===== src/rtl/tt_um_emern_cmd_scheduler.sv =====
// Command scheduler: queues decoded SPI commands in a small FIFO, gates SPI
// loading to horizontal blanking and commits queued commands during vblank.
module tt_um_emern_cmd_scheduler #(
  parameter int DEPTH = 4,
  parameter int CMD_W = 53
) (
  input  logic                     clk,
  input  logic                     rst_n,
  input  logic [9:0]               hpos,
  input  logic [9:0]               vpos,
  input  logic                     display_on,
  input  logic                     cmd_valid,
  input  logic [CMD_W-1:0]         cmd_data,
  output logic                     en_load,
  output logic                     commit_valid,
  output logic [CMD_W-1:0]         commit_data,
  output logic [$clog2(DEPTH):0]   fifo_level,
  output logic                     overflow
);

  localparam int PTR_W = $clog2(DEPTH);
  localparam int LVL_W = PTR_W + 1;
  localparam logic [LVL_W-1:0] FULL_LVL = LVL_W'(DEPTH);

  typedef enum logic [1:0] {
    IDLE,
    WAIT_VB,
    DRAIN
  } state_t;

  state_t             state;
  state_t             state_next;
  logic [PTR_W-1:0]   wr_ptr;
  logic [PTR_W-1:0]   rd_ptr;
  logic [CMD_W-1:0]   mem [DEPTH];
  logic               hblank;
  logic               vblank;
  logic               full;
  logic               empty;
  logic               pop;
  logic               push;

  assign hblank = (hpos >= 10'd640) | ~display_on;
  assign vblank = (vpos >= 10'd480) | ~display_on;
  assign full   = (fifo_level == FULL_LVL);
  assign empty  = (fifo_level == '0);

  // A full FIFO still accepts a command when the head leaves in the same cycle.
  assign push = cmd_valid & (~full | pop);

  // State register
  always_ff @(posedge clk or negedge rst_n) begin
    if (!rst_n) state <= IDLE;
    else        state <= state_next;
  end

  // Next-state logic
  // NOTE: every comb output gets a default first so no path can infer a latch.
  always_comb begin
    state_next = state;
    unique case (state)
      IDLE:    if (!empty) state_next = WAIT_VB;
      WAIT_VB: if (vblank) state_next = DRAIN;
      DRAIN: begin
        if (!vblank)    state_next = WAIT_VB;
        else if (empty) state_next = IDLE;
      end
      default: state_next = IDLE;
    endcase
  end

  // Output logic: a pop is only ever decided inside vblank
  always_comb begin
    pop = 1'b0;
    if (state == DRAIN) pop = vblank & ~empty;
  end

  // FIFO bookkeeping
  // NOTE: sequential state uses non-blocking assignments so every register
  // samples pre-edge values regardless of statement order.
  always_ff @(posedge clk or negedge rst_n) begin
    if (!rst_n) begin
      wr_ptr     <= '0;
      rd_ptr     <= '0;
      fifo_level <= '0;
      overflow   <= 1'b0;
    end else begin
      if (push) wr_ptr <= wr_ptr + PTR_W'(1);
      if (pop)  rd_ptr <= rd_ptr + PTR_W'(1);
      unique case ({push, pop})
        2'b10:   fifo_level <= fifo_level + LVL_W'(1);
        2'b01:   fifo_level <= fifo_level - LVL_W'(1);
        default: fifo_level <= fifo_level;
      endcase
      if (cmd_valid && !push) overflow <= 1'b1;
    end
  end

  // NOTE: the storage array has no reset; the pointers and level define
  // which entries are meaningful, so a flush only needs to clear those.
  always_ff @(posedge clk) begin
    if (push) mem[wr_ptr] <= cmd_data;
  end

  // Commit strobe and data, registered one cycle after the pop decision
  always_ff @(posedge clk or negedge rst_n) begin
    if (!rst_n) begin
      commit_valid <= 1'b0;
      commit_data  <= '0;
    end else begin
      commit_valid <= pop;
      if (pop) commit_data <= mem[rd_ptr];
    end
  end

  // SPI load enable lags hblank by one cycle and stops while the queue is full
  always_ff @(posedge clk or negedge rst_n) begin
    if (!rst_n) en_load <= 1'b0;
    else        en_load <= hblank & ~full;
  end

endmodule


===== config.mk =====
export PLATFORM = sky130hd
export DESIGN_NAME = tt_um_emern_cmd_scheduler
export DESIGN_NICKNAME = d
export VERILOG_FILES = /design/src/rtl/tt_um_emern_cmd_scheduler.sv
export SDC_FILE = /design/constraint.sdc
export NUM_CORES = 1
export LEC_CHECK = 0
export BUFFER_PORTS_ARGS = -buffer_cell sky130_fd_sc_hd__buf_2
export CAP_MARGIN = 30
export CORE_MARGIN = 2
export CORE_UTILIZATION = 45
export DETAILED_ROUTE_END_ITERATION = 10
export RECOVER_POWER = 100
export SYNTH_ARGS = -nofsm -noshare
export SYNTH_HDL_FRONTEND = slang
export SYNTH_SLANG_ARGS = --single-unit

===== constraint.sdc =====
create_clock -name clk -period 5.4 [get_ports clk]
set_input_delay 1.08 -clock clk [delete_from_list [all_inputs] [get_ports clk]]
set_output_delay 1.08 -clock clk [all_outputs]
set_load 0.05 [all_outputs]

==> qor.txt <==
=================================================================================
Result of the run                                                    finished with violations
Violations in the final reports                                      max-capacitance violations, max-slew violations
Max Freq                                                                  263 MHz
Maximum buffer depth of the clock tree                                          3
Post-Synthesis Net Count                                                      543
Slew Limit Fails                                                              134
Biggest fanout along the worst timing path                                     26
Crit end category                                                        register
Total number of placement rows                                                 55
Startpoint kind of the worst setup timing path                       primary input
Vertical extent of the die                                                 157 um
Post-CTS Setup Repair Bufs                                                      0
Power dissipated by switching net loads                                   2.64 mW
Drt initial violations                                                        232
Final Hold Vio Count                                                            0
CTS tree                                                                     done
Sum Neg Setup Slack                                                          0 ps
Flop2flop setup slack                                                     1890 ps
Count of hold buffers inserted by post-cts repair                               0
Crit path max-delay family                                           simple AND/OR/NAND/NOR gates
Global router's overall resource usage                                      16.1%
Most frequently used flop master after synthesis                         edfxtp_1
Period Utilization, post-route                                              70.3%
Number of instances in the synthesized netlist                                461
Pin count of the biggest net entering global routing                           36
Clock period minus final worst setup slack                                3800 ps
Share of total power in the clock network                                   27.0%
Router iterations before antenna repair                                         4
Post-synthesis adder-cell area fraction                                    0.667%
Setup repair after global routing missed its margin                            no
Worst-path cell chain                                                buf_2 > nand4_1 > a21o_1 > nand3_1 > and3_1 > clkbuf_1
First-pass GRT wire length                                               29800 um
Last weighted congestion value of the routability-driven placer             0.687
Post-synth EDFFs                                                              212
Post-synthesis cell area                                                10500 um2
Sink count of the clock tree                                                  277
Pin slew with the least headroom to its limit                             2100 ps
Number of buffer and inverter instances along the worst setup path              2
Max-cap check violation count                                                   5
Largest clock skew in the final design                                    15.8 ps
Worst endpoint required time                                              5530 ps
Post-cts repair resize count                                                    0
DRT antenna net count                                                           0
Critical path arrival                                                     3930 ps
Synth Register Bits                                                           277
Width of the chip                                                          157 um
Port bufs                                                                     123
Detailed Route WL                                                        19200 um
Internal portion of total power                                           5.05 mW
Number of levels the H-tree was split into                                      1
Share of the synthesized area in compound gates (AO/OA/AOI/OAI)             1.12%
Mean routed wirelength per cell                                           20.4 um
Post-route cell area                                                    12200 um2
Synthesized-area fraction occupied by xor and xnor cells                   0.417%
Vias                                                                         4823
Share of synthesized area occupied by flip-flops and latches                76.1%
Initial antenna violation count                                                 0
Count of placed standard cells including taps                                 889
Root buf cell                                                           clkbuf_16
Number of inserted filler cells in the final layout                          1847
Switching portion of total power                                            34.3%
Placement-stage cell area                                               11500 um2
Worst-Skew Late Latency                                                    530 ps
Sum of overflow across all layers after global routing                          0
CP peak stage delay                                                       1200 ps
Total power                                                               7.69 mW
Net count, final                                                              688
Synth warnings                                                                  0
Die Area                                                                24600 um2
Combinational family with the most area after synthesis              multiplexers
Combinational share of power                                                30.8%
Class of the most critical hold timing path                            reg -> reg
Total CTS buffers                                                              28
Area growth from synthesis to final layout                                  15.9%
Mux share of post-synthesis cell area                                       18.4%
Sequential group share of total power                                       42.2%
Mean instance size in the synthesized netlist                            22.8 um2
Worst slew slack as a fraction of its limit                                -40.3%
Avg Vias per Cell                                                            5.12
Via count of the first global-routing pass                                   5313
Clock Pin Slew Worst Setup and Hold Paths                                   60 ps
Fin cells                                                                     942
Post-route DRC                                                                  0
Library cells used by synthesis                                                38
Fraction of the mapped netlist area in simple logic gates                   1.26%
FFs w/ async S/R, synth                                                     23.5%
Setup-violating endpoint count in the final report                              0
Power per cell area                                                    632 nW/um2
Critical-path cell with the highest stage delay                            and3_1
LEAKAGE                                                                   4.15 nW
Sum of net half-perimeters after detailed placement                      11500 um
Worst supply voltage drop on vdd                                       0.000327 V
Starting utilization of the core area                                       46.1%
Tightest hold margin                                                       477 ps
Fraction of final layout cells sized beyond drive strength 1                22.5%
Setup Crit Path Kind                                                    in -> reg
Boundary pin count                                                            136
Core ar.                                                                22800 um2
=================================================================================
==> final cells by class <==
cell class                      instances  area (um2)  share of cell area, %
Tap cell                              313         392                   3.22
Antenna cell                            1        2.50                 0.0206
Clock buffer                           36         792                   6.51
Multi-Input combinational cell        158        2180                   17.9
Sequential cell                       277        8000                   65.7
Inverter                                6        22.5                  0.185
Clock inverter                         16         225                   1.85
Timing Repair Buffer                  135         563                   4.63
==> final timing paths <==
check / startpoint / end / cells after the start
hold / removal: overflow / overflow / 1
setup reg to reg: state[0] / mem[1][5] / 5
setup / recovery: vpos[5] / mem[1][5] / 6
max in group asynchronous: rst_n / rd_ptr[0] / 1
min in group asynchronous: rst_n / commit_data[49] / 1
hold reg to reg: overflow / overflow / 1
==> per-stage QoR <==
stage                     utilization [%]  worst slack (ps)
final                                53.4              1600
after global placement               50.1              1890
after detailed placement             50.3              1860
after CTS                            54.8              2400
after floorplan                         -              2040
after global routing                 53.4              1280
==> power groups by stage <==
stage / registers (mW) / logic [mW] / clock network (mW)
after floorplan: 3.91 / 1.41 / 0
after global routing: 3.33 / 2.53 / 2.21
after CTS: 3.26 / 2.66 / 2.13
final: 3.24 / 2.37 / 2.08
after global placement: 3.26 / 2.61 / 0
after detailed placement: 3.29 / 2.66 / 0
==> kinds of logic after synthesis <==
family                     after synthesis
DFF                                    277
muxes                                  109
buffers and inverters                   26
and+or+nand+nor                         22
AOI/OAI and AO/OA                       17
xor gates and xnor gates                 5
adders and majority gates                5
==> cells in the final DEF, fill, tap and decap left out, types with 3 or more instances in the layout <==
cell	instances
edfxtp_1	212
clkbuf_1	123
dfrtp_1	63
mux4_2	53
mux2_1	30
clkbuf_16	29
mux2_2	25
buf_2	10
inv_1	6
clkinv_2	6
bufinv_16	6
and3_1	4
o21ai_0	4
nand2_1	4
ha_1	4
clkbuf_8	4
clkinv_1	4
nor2_1	3
o22ai_1	3
xnor2_1	3
nor2b_1	3
buf_4	3
==> synthesized netlist by cell type, types with 4 or more instances <==
library cell | number | area, um2
mux2_4 | 30 | 450
edfxtp_1 | 212 | 6370
ha_1 | 4 | 50.1
mux4_2 | 53 | 1190
and3_1 | 4 | 25.0
inv_1 | 6 | 22.5
mux2_2 | 25 | 282
buf_6 | 7 | 78.8
nand2_1 | 4 | 15.0
o21ai_0 | 4 | 20.0
dfrtp_1 | 65 | 1630
==> sequential cells by signal (all words and copies together), names as in the netlist <==
signal,count
commit_data,53
commit_valid,1
en_load,1
fifo_level,3
mem,212
overflow,1
rd_ptr,2
state,2
wr_ptr,2
==> worst register-to-register path, stage by stage, from the launching register on <==
cell	delay (ps)
dfrtp_1	400
nand2b_1	200
a21o_1	250
nand3_1	170
and3_1	1200
clkbuf_1	890
==> layer usage <==
layer	global-route usage [%]	wire, um	vias to the layer above	part of all wire (%)
met3	3.74	1030	20	5.4
li1	-	-	2162	-
met4	3.54	309	0	1.6
met2	28.6	9860	114	51
met1	20.4	8040	2527	42
met5	0	0	-	0
Power figures use the tool's default switching activity.
